$ cat src/rtl/fft_iter_if.sv
`default_nettype none
// ============================================================================
//  Module   : fft_iter_if
//  Purpose  : Streaming sample input, twiddle ROM lookup and bin output
//             bundle for the iterative FFT core.
//  Revision : 1.0  initial release
// ============================================================================
interface fft_iter_if #(
    parameter int N      = 16,
    parameter int STAGES = 4
);
    // sample input stream
    logic              i_in_valid;
    logic              o_in_ready;
    logic [N-1:0]      i_in_re;
    logic [N-1:0]      i_in_im;

    // external twiddle ROM, answered combinationally
    logic [STAGES-2:0] o_tw_index;
    logic [N-1:0]      i_tw_re;
    logic [N-1:0]      i_tw_im;

    // bin output stream
    logic              o_out_valid;
    logic              i_out_ready;
    logic [N-1:0]      o_out_re;
    logic [N-1:0]      o_out_im;
    logic [STAGES-1:0] o_out_index;
    logic              o_out_last;

    // status
    logic              o_butterfly_done;
    logic              o_FFT_cycle_done;
    logic [STAGES-1:0] o_stage;

    // core side
    modport slave (
        input  i_in_valid, i_in_re, i_in_im,
        input  i_tw_re, i_tw_im,
        input  i_out_ready,
        output o_in_ready, o_tw_index,
        output o_out_valid, o_out_re, o_out_im, o_out_index, o_out_last,
        output o_butterfly_done, o_FFT_cycle_done, o_stage
    );

    // environment side
    modport master (
        output i_in_valid, i_in_re, i_in_im,
        output i_tw_re, i_tw_im,
        output i_out_ready,
        input  o_in_ready, o_tw_index,
        input  o_out_valid, o_out_re, o_out_im, o_out_index, o_out_last,
        input  o_butterfly_done, o_FFT_cycle_done, o_stage
    );
endinterface
`default_nettype wire

$ cat src/rtl/fft_iter_core.sv
`default_nettype none
// ============================================================================
//  Module   : fft_iter_core
//  Purpose  : Iterative in-place radix-2 DIT FFT of 2^STAGES complex points.
//             Serial load (bit-reversed addressing), one butterfly per cycle,
//             serial natural-order unload with valid/ready backpressure.
//  Revision : 1.0  initial release
// ============================================================================
module fft_iter_core #(
    parameter int N      = 16,
    parameter int Q      = 8,
    parameter int STAGES = 4,
    parameter int SCALE  = 1
) (
    input  wire logic i_clk,
    input  wire logic i_rst,
    fft_iter_if.slave bus
);

    localparam int c_p             = 1 << STAGES;
    localparam int c_last_stage_i  = STAGES - 1;

    localparam logic [STAGES-1:0] c_last_idx   = {STAGES{1'b1}};
    localparam logic [STAGES-2:0] c_last_bfly  = {(STAGES-1){1'b1}};
    localparam logic [STAGES-1:0] c_last_stage = c_last_stage_i[STAGES-1:0];
    localparam logic [STAGES-1:0] c_one        = {{(STAGES-1){1'b0}}, 1'b1};

    // saturation bounds at the three widths used in the datapath
    localparam logic signed [N-1:0] c_out_max  = {1'b0, {(N-1){1'b1}}};
    localparam logic signed [N-1:0] c_out_min  = {1'b1, {(N-1){1'b0}}};
    localparam logic signed [N:0]   c_nar_max  = {2'b00, {(N-1){1'b1}}};
    localparam logic signed [N:0]   c_nar_min  = {2'b11, {(N-1){1'b0}}};
    localparam logic signed [2*N:0] c_wide_max = {{(N+2){1'b0}}, {(N-1){1'b1}}};
    localparam logic signed [2*N:0] c_wide_min = {{(N+2){1'b1}}, {(N-1){1'b0}}};

    typedef enum logic [1:0] {
        ST_LOAD    = 2'd0,
        ST_COMPUTE = 2'd1,
        ST_UNLOAD  = 2'd2
    } state_t;

    // clamp a 2N+1 bit product sum to the N-bit sample range
    function automatic logic signed [N-1:0] sat_wide(input logic signed [2*N:0] v);
        if (v > c_wide_max)
            sat_wide = c_out_max;
        else if (v < c_wide_min)
            sat_wide = c_out_min;
        else
            sat_wide = v[N-1:0];
    endfunction

    // clamp an N+1 bit butterfly sum to the N-bit sample range
    function automatic logic signed [N-1:0] sat_nar(input logic signed [N:0] v);
        if (v > c_nar_max)
            sat_nar = c_out_max;
        else if (v < c_nar_min)
            sat_nar = c_out_min;
        else
            sat_nar = v[N-1:0];
    endfunction

    // sign-extend a sample to the full product width before multiplying
    function automatic logic signed [2*N-1:0] sext2(input logic signed [N-1:0] v);
        sext2 = {{N{v[N-1]}}, v};
    endfunction

    state_t            r_state;
    state_t            w_state_nxt;

    logic signed [N-1:0] r_buf_re [c_p];
    logic signed [N-1:0] r_buf_im [c_p];

    logic [STAGES-1:0] r_load_cnt;
    logic [STAGES-1:0] r_out_idx;
    logic [STAGES-1:0] r_stage;
    logic [STAGES-2:0] r_bfly;
    logic              r_bfly_done;
    logic              r_cycle_done;

    logic              w_in_hs;
    logic              w_out_hs;
    logic              w_bfly_we;
    logic              w_last_bfly;

    logic [STAGES-1:0] w_bitrev;
    logic [STAGES-1:0] w_half;
    logic [STAGES-1:0] w_mask;
    logic [STAGES-1:0] w_j;
    logic [STAGES-1:0] w_addr_a;
    logic [STAGES-1:0] w_addr_c;
    logic [STAGES-1:0] w_tw_shift;
    logic [STAGES-2:0] w_tw_index;

    logic signed [N-1:0]   w_a_re, w_a_im, w_b_re, w_b_im, w_tw_re, w_tw_im;
    logic signed [2*N-1:0] w_p_rr, w_p_ii, w_p_ri, w_p_ir;
    logic signed [2*N:0]   w_t_re_full, w_t_im_full, w_t_re_sh, w_t_im_sh;
    logic signed [N-1:0]   w_t_re, w_t_im;
    logic signed [N:0]     w_sum_re, w_sum_im, w_dif_re, w_dif_im;
    logic signed [N:0]     w_sum_re_sh, w_sum_im_sh, w_dif_re_sh, w_dif_im_sh;
    logic signed [N-1:0]   w_new_a_re, w_new_a_im, w_new_c_re, w_new_c_im;

    // load address is the bit-reversed sample count, so output comes out in natural order
    for (genvar gi = 0; gi < STAGES; gi++) begin : g_bitrev
        assign w_bitrev[gi] = r_load_cnt[STAGES-1-gi];
    end

    // butterfly addressing and twiddle index for the current stage/butterfly
    always_comb begin
        w_half     = c_one << r_stage;
        w_mask     = w_half - c_one;
        w_j        = {1'b0, r_bfly} & w_mask;
        w_addr_a   = (({1'b0, r_bfly} & ~w_mask) << 1) | w_j;
        w_addr_c   = w_addr_a | w_half;
        w_tw_shift = c_last_stage - r_stage;
        w_tw_index = w_j[STAGES-2:0] << w_tw_shift;
    end

    // butterfly datapath: t = B*W rescaled, then A+t / A-t with optional halving
    always_comb begin
        w_a_re  = r_buf_re[w_addr_a];
        w_a_im  = r_buf_im[w_addr_a];
        w_b_re  = r_buf_re[w_addr_c];
        w_b_im  = r_buf_im[w_addr_c];
        w_tw_re = $signed(bus.i_tw_re);
        w_tw_im = $signed(bus.i_tw_im);

        w_p_rr = sext2(w_b_re) * sext2(w_tw_re);
        w_p_ii = sext2(w_b_im) * sext2(w_tw_im);
        w_p_ri = sext2(w_b_re) * sext2(w_tw_im);
        w_p_ir = sext2(w_b_im) * sext2(w_tw_re);

        w_t_re_full = {w_p_rr[2*N-1], w_p_rr} - {w_p_ii[2*N-1], w_p_ii};
        w_t_im_full = {w_p_ri[2*N-1], w_p_ri} + {w_p_ir[2*N-1], w_p_ir};
        w_t_re_sh   = w_t_re_full >>> Q;
        w_t_im_sh   = w_t_im_full >>> Q;
        w_t_re      = sat_wide(w_t_re_sh);
        w_t_im      = sat_wide(w_t_im_sh);

        w_sum_re = {w_a_re[N-1], w_a_re} + {w_t_re[N-1], w_t_re};
        w_sum_im = {w_a_im[N-1], w_a_im} + {w_t_im[N-1], w_t_im};
        w_dif_re = {w_a_re[N-1], w_a_re} - {w_t_re[N-1], w_t_re};
        w_dif_im = {w_a_im[N-1], w_a_im} - {w_t_im[N-1], w_t_im};

        w_sum_re_sh = w_sum_re >>> SCALE;
        w_sum_im_sh = w_sum_im >>> SCALE;
        w_dif_re_sh = w_dif_re >>> SCALE;
        w_dif_im_sh = w_dif_im >>> SCALE;

        w_new_a_re = sat_nar(w_sum_re_sh);
        w_new_a_im = sat_nar(w_sum_im_sh);
        w_new_c_re = sat_nar(w_dif_re_sh);
        w_new_c_im = sat_nar(w_dif_im_sh);
    end

    // state register
    always_ff @(posedge i_clk) begin
        if (i_rst)
            r_state <= ST_LOAD;
        else
            r_state <= w_state_nxt;
    end

    // next-state decode, handshake qualification and stream outputs
    always_comb begin
        w_state_nxt          = r_state;
        w_in_hs              = 1'b0;
        w_out_hs             = 1'b0;
        w_bfly_we            = 1'b0;
        w_last_bfly          = 1'b0;
        bus.o_in_ready       = 1'b0;
        bus.o_out_valid      = 1'b0;
        bus.o_out_re         = '0;
        bus.o_out_im         = '0;
        bus.o_out_last       = 1'b0;
        bus.o_tw_index       = '0;
        bus.o_out_index      = r_out_idx;
        bus.o_stage          = r_stage;
        bus.o_butterfly_done = r_bfly_done;
        bus.o_FFT_cycle_done = r_cycle_done;

        case (r_state)
            ST_LOAD: begin
                bus.o_in_ready = 1'b1;
                w_in_hs        = bus.i_in_valid;
                if (w_in_hs && (r_load_cnt == c_last_idx))
                    w_state_nxt = ST_COMPUTE;
            end
            ST_COMPUTE: begin
                w_bfly_we      = 1'b1;
                bus.o_tw_index = w_tw_index;
                if ((r_stage == c_last_stage) && (r_bfly == c_last_bfly)) begin
                    w_last_bfly = 1'b1;
                    w_state_nxt = ST_UNLOAD;
                end
            end
            ST_UNLOAD: begin
                bus.o_out_valid = 1'b1;
                bus.o_out_re    = r_buf_re[r_out_idx];
                bus.o_out_im    = r_buf_im[r_out_idx];
                bus.o_out_last  = (r_out_idx == c_last_idx);
                w_out_hs        = bus.i_out_ready;
                if (w_out_hs && (r_out_idx == c_last_idx))
                    w_state_nxt = ST_LOAD;
            end
            default: begin
                w_state_nxt = ST_LOAD;
            end
        endcase
    end

    // load/butterfly/stage/unload counters and the status pulses
    always_ff @(posedge i_clk) begin
        if (i_rst) begin
            r_load_cnt   <= '0;
            r_out_idx    <= '0;
            r_stage      <= '0;
            r_bfly       <= '0;
            r_bfly_done  <= 1'b0;
            r_cycle_done <= 1'b0;
        end else begin
            r_bfly_done  <= w_bfly_we;
            r_cycle_done <= w_last_bfly;
            if (w_in_hs)
                r_load_cnt <= r_load_cnt + 1'b1;
            if (w_bfly_we) begin
                r_bfly <= r_bfly + 1'b1;
                if (r_bfly == c_last_bfly)
                    r_stage <= w_last_bfly ? '0 : r_stage + 1'b1;
            end
            if (w_out_hs)
                r_out_idx <= r_out_idx + 1'b1;
        end
    end

    // sample buffer: written by the input stream or by the butterfly, never cleared
    always_ff @(posedge i_clk) begin
        if (!i_rst) begin
            if (w_in_hs) begin
                r_buf_re[w_bitrev] <= $signed(bus.i_in_re);
                r_buf_im[w_bitrev] <= $signed(bus.i_in_im);
            end else if (w_bfly_we) begin
                r_buf_re[w_addr_a] <= w_new_a_re;
                r_buf_im[w_addr_a] <= w_new_a_im;
                r_buf_re[w_addr_c] <= w_new_c_re;
                r_buf_im[w_addr_c] <= w_new_c_im;
            end
        end
    end

endmodule
`default_nettype wire

$ cat src/flat_wrapper.sv
// flat-port wrapper written by rule: the top's interface ports become plain ports
module fft_iter_core_flat 
#(
    parameter int N      = 16,
    parameter int Q      = 8,
    parameter int STAGES = 4,
    parameter int SCALE  = 1
)
  (i_clk, i_rst, bus_i_in_valid, bus_i_in_re, bus_i_in_im, bus_i_tw_re, bus_i_tw_im, bus_i_out_ready, bus_o_in_ready, bus_o_tw_index, bus_o_out_valid, bus_o_out_re, bus_o_out_im, bus_o_out_index, bus_o_out_last, bus_o_butterfly_done, bus_o_FFT_cycle_done, bus_o_stage);
  fft_iter_if #(.N(N), .STAGES(STAGES)) bus_i ();
  input  wire logic i_clk;
  input  wire logic i_rst;
  input wire logic [$bits(bus_i.i_in_valid)-1:0] bus_i_in_valid;
  input wire logic [$bits(bus_i.i_in_re)-1:0] bus_i_in_re;
  input wire logic [$bits(bus_i.i_in_im)-1:0] bus_i_in_im;
  input wire logic [$bits(bus_i.i_tw_re)-1:0] bus_i_tw_re;
  input wire logic [$bits(bus_i.i_tw_im)-1:0] bus_i_tw_im;
  input wire logic [$bits(bus_i.i_out_ready)-1:0] bus_i_out_ready;
  output wire logic [$bits(bus_i.o_in_ready)-1:0] bus_o_in_ready;
  output wire logic [$bits(bus_i.o_tw_index)-1:0] bus_o_tw_index;
  output wire logic [$bits(bus_i.o_out_valid)-1:0] bus_o_out_valid;
  output wire logic [$bits(bus_i.o_out_re)-1:0] bus_o_out_re;
  output wire logic [$bits(bus_i.o_out_im)-1:0] bus_o_out_im;
  output wire logic [$bits(bus_i.o_out_index)-1:0] bus_o_out_index;
  output wire logic [$bits(bus_i.o_out_last)-1:0] bus_o_out_last;
  output wire logic [$bits(bus_i.o_butterfly_done)-1:0] bus_o_butterfly_done;
  output wire logic [$bits(bus_i.o_FFT_cycle_done)-1:0] bus_o_FFT_cycle_done;
  output wire logic [$bits(bus_i.o_stage)-1:0] bus_o_stage;
  assign bus_i.i_in_valid = bus_i_in_valid;
  assign bus_i.i_in_re = bus_i_in_re;
  assign bus_i.i_in_im = bus_i_in_im;
  assign bus_i.i_tw_re = bus_i_tw_re;
  assign bus_i.i_tw_im = bus_i_tw_im;
  assign bus_i.i_out_ready = bus_i_out_ready;
  assign bus_o_in_ready = bus_i.o_in_ready;
  assign bus_o_tw_index = bus_i.o_tw_index;
  assign bus_o_out_valid = bus_i.o_out_valid;
  assign bus_o_out_re = bus_i.o_out_re;
  assign bus_o_out_im = bus_i.o_out_im;
  assign bus_o_out_index = bus_i.o_out_index;
  assign bus_o_out_last = bus_i.o_out_last;
  assign bus_o_butterfly_done = bus_i.o_butterfly_done;
  assign bus_o_FFT_cycle_done = bus_i.o_FFT_cycle_done;
  assign bus_o_stage = bus_i.o_stage;
  fft_iter_core #(.N(N), .Q(Q), .STAGES(STAGES), .SCALE(SCALE)) u_core (.i_clk(i_clk), .i_rst(i_rst), .bus(bus_i));
endmodule
$ cat config.mk
export PLATFORM = sky130hd
export DESIGN_NAME = fft_iter_core_flat
export DESIGN_NICKNAME = d
export VERILOG_FILES = /design/src/rtl/fft_iter_if.sv /design/src/rtl/fft_iter_core.sv /design/src/flat_wrapper.sv
export SDC_FILE = /design/constraint.sdc
export NUM_CORES = 2
export LEC_CHECK = 0
export CORE_MARGIN = 3
export CORE_UTILIZATION = 55
export CTS_CLUSTER_DIAMETER = 200
export CTS_CLUSTER_SIZE = 12
export DETAILED_ROUTE_END_ITERATION = 6
export MAX_ROUTING_LAYER = met4
export PLACE_DENSITY = 0.68
export SKIP_CTS_REPAIR_TIMING = 1
export SYNTH_ARGS = -nofsm -noshare
export SYNTH_HDL_FRONTEND = slang
export SYNTH_SLANG_ARGS = --single-unit
$ cat constraint.sdc
create_clock -name i_clk -period 20.2 [get_ports i_clk]
set_input_delay 2.02 -clock i_clk [delete_from_list [all_inputs] [get_ports i_clk]]
set_output_delay 2.02 -clock i_clk [all_outputs]
set_load 0.005 [all_outputs]
==> results.md <==
* Final Max Slew Viols at 0
* Num CTS Buffers at 50
* Die width at 387 µm
* DRT Pass-1 Iters at 7
* CP Data Arrival Time at 18.78 ns
* Drt first-iter violations at 8565
* Final nets at 9930
* Port Buffers at 115
* Synth Area in Compound Gates at between 10 and 15%
* First-pass GRT wire length at 426 mm
* Largest stage delay on the critical path at 0.85 ns
* Die area at 0.149 mm²
* Gate Count Post-Synth at 8559
* Final Skew at ~0.057 ns
* Post-synth EDFFs at about 510
* Final HPWL DP at 199 mm
* Vias at 65800
* Reg clk slew, reported paths at approximately 0.07 ns
* WS Path Type: reg -> reg
* Reg area at 0.0158 mm²
* Worst-path fanout max at 68
* Worst r2r dst: u_core.r_buf_re[5][13]
* Tcrit/Tclk final at about nine tenths
* Setup TNS Final at 0 ns
* CP dominant cell by count: fa_1
* Final hold violations at 0
* Setup crit end: u_core.r_buf_re[5][13]
* Insertion delay to the later sink of the worst-skew pair at roughly 0.67 ns
* Mapped Nets at 10200
* Asr flop ratio synth at 0%
* Final cell count without fillers at 10300
* Max Cap Viol at 0
* Minimum clock period at 18.47 ns
* Slew @ Worst Pin at roughly 1.3 ns
* Failing checks: design-rule violations
* Final setup viols at 0
* Commonest non-fill, non-tap cell in the layout: inv_1
* Outcome: finished with violations
* CP Buf/Inv Count at 4
* Post-Route WL at 286 mm
* Layout cells sized above 1 at under 10%
* Post-synthesis sequential area ratio at 19.9%
* Vias per inst at 6.41
* CTS H-Tree Depth at 2
* WHS at around 0.52 ns
* Main combinational cell family by area after synthesis: adder cells
* FP Rows at 139
* Post-Syn Area at 0.0797 mm²
* Critical Path RT at 20.51 ns
* Initial Util at a little under three fifths
* Hold/Removal Path Class: reg -> reg
* Multi-input logic area at roughly 0.057 mm²
* Number of global-route vias before repair at around 68000
* GRT Total Usage at just under 40%
* Largest net degree at the start of global routing at 95
* DRC Markers at 4
* Most frequent cells in the layout: inv_1 (1403), fa_1 (1176), nand2_1 (1088), and2_1 (543), edfxtp_1 (512)
* Post-Synth Adder-Cell Area at a little over a third
* CP Capture Type: flop
* CTS tree: yes
* Flop-to-flop setup slack at ~1.7 ns
* Post-layout util at between 50% and 60%
* Top delay family on crit path: compound AO/OA/AOI/OAI gates
* Yosys warns at 0
* RSZ-0062 raised after global routing: no
* Synth Area in XOR/XNOR at 1.57%
* Layout area overhead at 6.19%
* Rel. slew slack at around an eighth
* Core area at 0.144 mm²
* Clock Sink Count at approximately 540
* Simple-gate area share of the yosys netlist at around 15%
* FMAX at 0.0541 GHz
* CP max stage cell: a21oi_4
* Crit. Startpoint: u_core.bus.o_stage[0]
* Yosys cell types at 110
* Gpl congestion at 1.03
* Antenna Nets Post-Route at 0
* Routed wire per std cell at 27.9 µm
* Avg Cell Area, Syn at 9.31 µm²
* Placed cell count at 10200
* Initial antenna violation count at 12
* Die H at 387 µm
* Max clock buf depth at 3
* Fillers at 12400
* Seq cells post-synth at 535
* Startpoint Class: flop
* Root Driver: clkbuf_16
* WP depth at 50
* # IOs at 116
* Top_reg_cell synth: edfxtp_1
* GRT overflow at 0
* Mux contribution to synthesized area at 8.15%
* R2r startpoint: u_core.bus.o_stage[0]
* R2R cell count at 50
==> layout make-up <==
cell class                 count  area share [%]
multi-input combinational   6001            67.3
sequential                   535            18.7
inverter                    1407            6.24
timing repair buffer         322            3.29
tap                         1903            2.81
clock buffer                  71            1.57
clock inverter                 4          0.0488
antenna                       12          0.0355
==> layer usage <==
layer	track usage, %	part of all wire [%]	vias up
li1	-	-	27300
met1	47.1	35	32600
met2	60.5	45	4602
met3	8.73	12	1257
met4	24.9	7.8	0
met5	-	0	-
==> worst reg2reg max path: cells and delay by family (launching register included) <==
family          cells  cell delay [ns]
flops               1             0.72
buf+inv             4             0.89
xor+xnor            1             0.57
simple gates       10             2.80
compound gates     23             7.27
mux                 1             0.19
fa+ha+maj          11             5.68
==> stage by stage <==
step | cell area, µm² | worst slack, ns
after global placement | 83200 | 2.67
after CTS | 84600 | 2.21
after detailed placement | 83200 | 2.28
final | 84600 | 1.73
after global routing | 84600 | 0.906
after floorplan | 79700 | 5.09
==> synthesized netlist by cell type, drive strengths merged, types with 11 or more instances <==
cell type | instances | share of area [%]
o211ai | 41 | 0.40
and2 | 543 | 4.3
nand2 | 1092 | 5.1
o21ai | 262 | 1.7
mux2 | 66 | 0.94
a22oi | 68 | 0.65
a21o | 74 | 0.70
o21a | 12 | 0.11
o221ai | 12 | 0.13
xnor2 | 107 | 1.2
xor2 | 34 | 0.38
ha | 369 | 5.8
a222oi | 64 | 0.80
a31oi | 51 | 0.42
nor3 | 43 | 0.28
fa | 1176 | 30
edfxtp | 512 | 19
nand4 | 26 | 0.20
mux2i | 214 | 2.7
nor4 | 11 | 0.094
a311oi | 72 | 0.79
a21oi | 492 | 3.1
clkbuf | 549 | 2.6
nor2 | 508 | 2.4
inv | 1405 | 6.6
o21bai | 36 | 0.34
buf | 67 | 0.42
nand3 | 169 | 1.1
a211oi | 22 | 0.23
nor2b | 28 | 0.22
and3 | 66 | 0.52
mux4 | 160 | 4.5
dfxtp | 23 | 0.58
o22ai | 13 | 0.12
nand2b | 56 | 0.44
==> cells by family after synthesis <==
family                   count (synthesis)
AND/OR/NAND/NOR                       2589
buffers and inverters                 2023
adder cells (fa/ha/maj)               1545
AO/OA/AOI/OAI                         1286
flip-flops                             535
multiplexers                           440
XOR/XNOR                               141
==> flip-flops by register name, indices dropped and copies added (netlist names), named ones only <==
| signal | count |
|---|---|
| u_core.r_state | 2 |
| u_core.r_load_cnt | 4 |
| u_core.bus.o_FFT_cycle_done | 1 |
| u_core.r_buf_im | 256 |
| u_core.r_bfly | 3 |
| u_core.bus.o_butterfly_done | 1 |
| u_core.bus.o_out_index | 4 |
| u_core.r_buf_re | 256 |
| u_core.bus.o_stage | 4 |
==> how the worst min path moves through the flow <==
stage	from	end	slack (ns)	cells past startpoint
after floorplan	u_core.r_state[1]	u_core.r_state[0]	0.46	1
after global placement	u_core.r_state[1]	u_core.r_state[0]	0.49	1
after detailed placement	u_core.bus.o_out_index[1]	flop	0.51	2
after CTS	u_core.bus.o_out_index[1]	flop	0.52	2
after global routing	u_core.r_state[1]	u_core.r_state[0]	0.54	1
final	u_core.bus.o_out_index[1]	flop	0.52	2
Power is not shown: default switching activity piles up to over one toggle a cycle in this logic, so the estimate is an artifact.
